===== config.mk =====
export PLATFORM = sky130hd
export DESIGN_NAME = food_placer
export DESIGN_NICKNAME = d
export VERILOG_FILES = /design/src/rtl/snek_pkg.sv /design/src/rtl/food_placer.sv
export SDC_FILE = /design/constraint.sdc
export NUM_CORES = 1
export LEC_CHECK = 0
export ABC_CLOCK_PERIOD_IN_PS = 2200
export BUFFER_PORTS_ARGS = -buffer_cell sky130_fd_sc_hd__buf_2
export CORE_MARGIN = 2
export CORE_UTILIZATION = 54
export DETAILED_ROUTE_END_ITERATION = 8
export PLACE_DENSITY_LB_ADDON = 0.08
export SLEW_MARGIN = 20
export SYNTH_ARGS = -nofsm -noshare
export SYNTH_HDL_FRONTEND = slang
export SYNTH_SLANG_ARGS = --single-unit

===== constraint.sdc =====
create_clock -name clk -period 2.2 [get_ports clk]
set_input_delay 0.44 -clock clk [delete_from_list [all_inputs] [get_ports clk]]
set_output_delay 0.44 -clock clk [all_outputs]
set_load 0.01 [all_outputs]

===== src/rtl/snek_pkg.sv =====
// snek_pkg: shared board types, grid size and the food placer state encoding.
// SCAN is only part of the encoding when FOOD_SCAN_FALLBACK_EN is defined.
package snek_pkg;

    localparam int GRID_DIM = 16;

    typedef logic [3:0] coord_t;

    typedef enum logic [2:0] {
        IDLE,
        GET_X,
        GET_Y,
        QUERY,
        WAIT_RESP
`ifdef FOOD_SCAN_FALLBACK_EN
        , SCAN
`endif
    } fp_state_t;

endpackage


===== src/rtl/food_placer.sv =====
// food_placer: picks random free cells for food via an occupancy query handshake.
// Define FOOD_SCAN_FALLBACK_EN to scan the board in order once random tries run out.
module food_placer
    import snek_pkg::*;
#(
    parameter int MAX_TRIES = 15
) (
    input  logic       clk,
    input  logic       reset,
    input  logic [3:0] rnd_in,
    input  logic       spawn_req,
    output logic       occ_query_valid,
    output coord_t     occ_x,
    output coord_t     occ_y,
    input  logic       occ_resp_valid,
    input  logic       occ_hit,
    output coord_t     food_x,
    output coord_t     food_y,
    output logic       food_valid,
    output logic       busy,
    output logic       spawn_fail
);

    localparam logic [7:0] MAX_T = 8'(MAX_TRIES);

    fp_state_t  state, state_nx;
    coord_t     cand_x, cand_x_nx, cand_y, cand_y_nx;
    coord_t     occ_x_nx, occ_y_nx, food_x_nx, food_y_nx;
    logic [7:0] tries, tries_nx, tries_inc;
    logic       occ_q_nx, food_valid_nx, fail_nx;

    // saturate so the counter can never wrap even with MAX_TRIES=255
    assign tries_inc = (tries == 8'hFF) ? tries : tries + 8'd1;
    assign busy      = (state != IDLE);

`ifdef FOOD_SCAN_FALLBACK_EN
    localparam logic [8:0] SCAN_CELLS = 9'(GRID_DIM * GRID_DIM);

    logic [8:0] scan_cnt, scan_cnt_nx;
    logic [7:0] scan_nxt;
    logic       scanning;

    // {y,x} as one 8-bit number makes x carry into y and y wrap naturally
    assign scan_nxt = {cand_y, cand_x} + 8'd1;
    assign scanning = (tries == MAX_T);
`endif

    always_comb begin
        state_nx      = state;
        cand_x_nx     = cand_x;
        cand_y_nx     = cand_y;
        tries_nx      = tries;
        occ_q_nx      = 1'b0;
        occ_x_nx      = occ_x;
        occ_y_nx      = occ_y;
        food_x_nx     = food_x;
        food_y_nx     = food_y;
        food_valid_nx = food_valid;
        fail_nx       = 1'b0;
`ifdef FOOD_SCAN_FALLBACK_EN
        scan_cnt_nx   = scan_cnt;
`endif
        case (state)
            IDLE: begin
                if (spawn_req) begin
                    food_valid_nx = 1'b0;
                    tries_nx      = 8'd0;
`ifdef FOOD_SCAN_FALLBACK_EN
                    scan_cnt_nx   = 9'd0;
`endif
                    state_nx      = GET_X;
                end
            end
            GET_X: begin
                cand_x_nx = rnd_in;
                state_nx  = GET_Y;
            end
            GET_Y: begin
                cand_y_nx = rnd_in;
                occ_q_nx  = 1'b1;
                occ_x_nx  = cand_x;
                occ_y_nx  = rnd_in;
                state_nx  = QUERY;
            end
            QUERY: state_nx = WAIT_RESP;
            WAIT_RESP: begin
                if (occ_resp_valid) begin
                    if (!occ_hit) begin
                        food_x_nx     = cand_x;
                        food_y_nx     = cand_y;
                        food_valid_nx = 1'b1;
                        state_nx      = IDLE;
                    end
`ifdef FOOD_SCAN_FALLBACK_EN
                    else if (scanning) begin
                        fail_nx  = (scan_cnt == SCAN_CELLS);
                        state_nx = (scan_cnt == SCAN_CELLS) ? IDLE : SCAN;
                    end else begin
                        tries_nx = tries_inc;
                        state_nx = (tries_inc < MAX_T) ? GET_X : SCAN;
                    end
`else
                    else begin
                        tries_nx = tries_inc;
                        fail_nx  = (tries_inc >= MAX_T);
                        state_nx = (tries_inc < MAX_T) ? GET_X : IDLE;
                    end
`endif
                end
            end
`ifdef FOOD_SCAN_FALLBACK_EN
            SCAN: begin
                {cand_y_nx, cand_x_nx} = scan_nxt;
                occ_q_nx    = 1'b1;
                occ_x_nx    = scan_nxt[3:0];
                occ_y_nx    = scan_nxt[7:4];
                scan_cnt_nx = scan_cnt + 9'd1;
                state_nx    = QUERY;
            end
`endif
            default: state_nx = IDLE;
        endcase
    end

    always_ff @(posedge clk or negedge reset) begin
        if (!reset) begin
            state           <= IDLE;
            cand_x          <= '0;
            cand_y          <= '0;
            tries           <= '0;
            occ_query_valid <= 1'b0;
            occ_x           <= '0;
            occ_y           <= '0;
            food_x          <= '0;
            food_y          <= '0;
            food_valid      <= 1'b0;
            spawn_fail      <= 1'b0;
`ifdef FOOD_SCAN_FALLBACK_EN
            scan_cnt        <= '0;
`endif
        end else begin
            state           <= state_nx;
            cand_x          <= cand_x_nx;
            cand_y          <= cand_y_nx;
            tries           <= tries_nx;
            occ_query_valid <= occ_q_nx;
            occ_x           <= occ_x_nx;
            occ_y           <= occ_y_nx;
            food_x          <= food_x_nx;
            food_y          <= food_y_nx;
            food_valid      <= food_valid_nx;
            spawn_fail      <= fail_nx;
`ifdef FOOD_SCAN_FALLBACK_EN
            scan_cnt        <= scan_cnt_nx;
`endif
        end
    end

endmodule


# --- Word level (Yosys, flattened, before mapping) ---
# Cells that the tools add are included.
op_classes:
  order_cmp: 2
  n_reduce_logical: 7
  mux: 18
  addsub: 1
  bitwise_logic: 1
  n_eq_ne: 9
ops:
  columns: ["op", "count"]
  rows:
  - ["$mux 8", 4]
  - ["$pmux 8 s2", 1]
  - ["$pmux 3 s5", 1]
  - ["$mux 1", 9]
  - ["$add 8x1->8 const B", 1]
  - ["$eq 8x8->1 const B", 1]
  - ["$ge 8x4->1 const B", 1]
  - ["$lt 8x4->1 const B", 1]
  - ["$ne 2x2->1 const B", 4]
  - ["$reduce_and 4->1", 2]
  - ["$eq 3x2->1 const B", 2]
  - ["$mux 3", 2]
  - ["$eq 3x1->1 const B", 1]
  - ["$eq 3x3->1 const B", 1]
  - ["$logic_not 3->1", 1]
  - ["$reduce_and 3->1", 1]
  - ["$reduce_bool 3->1", 1]
  - ["$pmux 1 s2", 1]
  - ["$reduce_and 2->1", 1]
  - ["$reduce_bool 2->1", 1]
  - ["$not 1->1", 1]
word_totals:
  reg_bits: 34
  inputBits: 9
  word_cells: 48

# --- Logic depth before layout (Yosys ltp) ---
depth:
  ltp_word: 7
  ltp_mapped: 5
  mapped_depth_nobuf: 5

# --- Least setup slack after synthesis ---
# Ideal clock, no wire load.
synth_path:
  path_type: "reg-to-reg"
  startpoint: "register tries[0]"
  endpoint: "register spawn_fail"
  setup_ns: 0.124
  n_path_buf: 0
  arrival_time_ns: 1.537
  path_stages_with_launch: 6
  slack_ns: 0.539
  cell_sequence: "dfrtp_1 -> ha_1 -> nand3_2 -> mux2i_1 -> a211o_1 -> o31a_1"
synth_between:
  elab_chain_len: 6
synth_lines:
  columns: ["item", "line", "rtl"]
  rows:
  - ["start, declared", "food_placer.sv:29", "logic [7:0] tries, tries_nx, tries_inc;"]
  - ["start signal, assigned", "food_placer.sv:145", "tries <= tries_nx;"]
  - ["$add 8x1->8 / $eq 8x8->1 (equally long branches)", "food_placer.sv:33", "assign tries_inc = (tries == 8'hFF) ? tries : tries + 8'd1;"]
  - ["$mux 8 *", "food_placer.sv:33", null]
  - ["$ge 8x4->1 *", "food_placer.sv:105", "fail_nx = (tries_inc >= MAX_T);"]
  - ["$mux 1 *", "food_placer.sv:88", "if (!occ_hit) begin"]
  - ["$mux 1 *", "food_placer.sv:87", "if (occ_resp_valid) begin"]
  - ["$mux 1 *", "food_placer.sv:63", "case (state)"]
  - ["via fail_nx", "food_placer.sv:30", "logic occ_q_nx, food_valid_nx, fail_nx;"]
  - ["end signal, assigned", "food_placer.sv:152", "spawn_fail <= fail_nx;"]
  - ["end, declared", "food_placer.sv:21", "output logic spawn_fail"]
# The timed path passes the listed nets; every way through them passes the cells marked *.
# A chain may end at the register's enable or synchronous reset.

# --- Final worst setup path ---
# Same ends and word-level chain as after synthesis.

==> impl_metrics.json <==
{
  "grt_first_pass_wirelength_um": 5175,
  "irDropWorstVdd_mv": 0.8389,
  "critPathLaunchType": "flop",
  "via_per_inst": 5.887,
  "status": "finished, final reports clean",
  "hold_violations": 0,
  "critPathRequiredTime_ns": 2.43,
  "drt-initial-drc-count": 76,
  "p_leak_uw": 0.0008329,
  "grt_max_degree": 35,
  "crit_slowest_cell": "dfrtp_1",
  "ioPinCount": 29,
  "syn_to_final_growth_pct": 13.63,
  "ys_warn_count": 0,
  "drtPass1Iterations": 4,
  "synth_fp_nets": 143,
  "rsz0062_at_grt": "false",
  "wl_per_cell_um": 15.14,
  "ctsHoldBuffers": 0,
  "cp_data_arrival_time_ns": 2.04,
  "final_common_cell": "dfrtp_1",
  "n_fill_cell": 227,
  "finalCriticalPeriod_ns": 1.804,
  "cts_tree": "built",
  "layout.nets": 173,
  "die_h_um": 58.55,
  "crit_fanout": 8,
  "die_area_um2": 3428,
  "synth_cells": 133,
  "wirelength_um": 2953,
  "syn_area_per_cell_um2": 12.08,
  "initial_core_util_pct": 57.76,
  "drc_errors": 0,
  "cts_buffer_depth": 2,
  "ys_ff_latch": 34,
  "synth_edf_count": 0,
  "dr_total_vias": 1148,
  "clk_pin_slew_worst_paths_ns": 0.11,
  "clock_latency_ns": 0.33,
  "antenna_found_initial": 0,
  "antenna_cells": 0,
  "async_reset_ff_share_pct": 100.0,
  "worstHoldPathType": "input port to async pin",
  "final_cell_mix": "dfrtp_1 (34), buf_2 (28), mux2_2 (20), nand2_1 (8)",
  "post_cts_resized": 0,
  "final_util_pct": 65.63,
  "path_delay_family": "compound AO/OA/AOI/OAI gates",
  "worst_pin_slew_ns": 0.7215,
  "max_stage_delay_ns": 0.48,
  "period_share_pct": 82.01,
  "seq_area_frac_synth_pct": 52.96,
  "syn_area_um2": 1607,
  "core_um2": 2781,
  "root_buffer": "clkbuf_4",
  "cts_buffers": 5,
  "slew_violations": 0,
  "max_freq_mhz": 554.3,
  "setup_viol": 0,
  "worstSetupPathType": "flop to flop",
  "htree_levels": 2,
  "overflow": 0,
  "tns_ns": 0,
  "worst-path-buf-inv": 0,
  "cts_num_sinks": 34,
  "crit_path_cell_trace": "ha_1 > nand3_2 > mux2i_1 > a211o_1 > o31a_1",
  "skew_ns": 0.006828,
  "gp_congestion": 0.9201,
  "synth_flop_cell": "dfrtp_1",
  "drv_cap": 0,
  "grt_usage_pct": 19.97,
  "synth_cell_types": 41,
  "rows": 19,
  "ant_nets": 0,
  "drive_gt1_share_pct": 39.63,
  "grt_pass1_vias": 1154,
  "powerDensity_nw_per_um2": 1228,
  "crit_path_end_kind": "flop",
  "die_w_um": 58.55,
  "cts_setup_buffers": 0,
  "hpwl_um": 2074,
  "port-buffer-count": 28,
  "max-slew-margin-rel_pct": 51.90
}
## layer usage
layer	vias to the layer above	share of wire, %	global-route usage [%]
met1	562	45	25.44
met4	0	1.8	8.970
li1	556	-	-
met2	23	49	32.10
met3	7	3.7	5.275
met5	-	0	0
## stage by stage
step,cells,total power (uW),hold slack (ns),instance area [um2],worst slack (ns)
after floorplan,133,1537,0.1444,1607,0.5390
after global placement,187,1781,0.4843,1748,0.4672
after detailed placement,187,1822,0.4912,1748,0.4175
after CTS,195,2268,0.1729,1826,0.3912
after global routing,195,2390,0.1996,1826,0.2675
final,195,2242,0.1469,1826,0.3959
## synthesized netlist by cell type, drive strengths merged, types with 2 or more instances
master    n  share of area [%]
a21oi     5                1.6
nand2     8                1.9
and4      2                1.2
xnor2     3                1.6
nand4     3                1.2
nand3     8                3.1
nor3b     2                1.2
nor3      5                1.6
a2bb2oi   3                1.6
mux2     20                 14
o21ai     5                1.6
dfrtp    34                 53
buf       6                2.8
nor2      7                2.1
and3      2                1.1
o31ai     2               0.93
## cells by family after synthesis
kind of cell,synth area share [%]
flops,52.96
buf+inv,3.037
mux,14.64
fa+ha+maj,0.7787
xor+xnor,1.636
simple gates,15.34
compound gates,11.61
## registers in the layout, indices dropped and copies added, names as in the netlist
name	count
spawn_fail	1
food_y	4
food_valid	1
occ_x	4
cand_x	4
tries	8
state	3
food_x	4
occ_query_valid	1
cand_y	4
## worst paths after layout
check | cells after the start | to | slack (ns) | from
max | 5 | spawn_fail$_DFF_PN0_ | 0.40 | tries[0]$_DFFE_PN0P_
min | 1 | food_x[3]$_DFFE_PN0P_ | 0.15 | reset
max reg2reg | 5 | spawn_fail$_DFF_PN0_ | 0.40 | tries[0]$_DFFE_PN0P_
min reg2reg | 1 | occ_x[0]$_DFFE_PN0P_ | 0.51 | occ_x[0]$_DFFE_PN0P_
max in group asynchronous | 1 | food_y[2]$_DFFE_PN0P_ | 1.59 | reset
min in group clk | 2 | state[2]$_DFFE_PN0P_ | 0.34 | occ_resp_valid
## cell type report
class	count	area, um2	share of cell area, %
inverters	1	3.754	0.2056
multi-input cells	92	706.9	38.73
clock inverters	3	40.04	2.193
well taps	31	38.79	2.125
clock buffers	5	37.54	2.056
flip-flops and latches	34	850.8	46.61
repair buffers	29	147.6	8.088
## power breakdown
group | leakage (uW) | internal (uW) | total (uW) | switching [uW]
sequential | 0.000436 | 848 | 1030 | 182
combinational | 0.000352 | 415 | 765 | 350
clock | 0.0000450 | 235 | 447 | 212
total | 0.000833 | 1500 | 2240 | 744
Note: power is estimated with default switching activity, not from simulation.
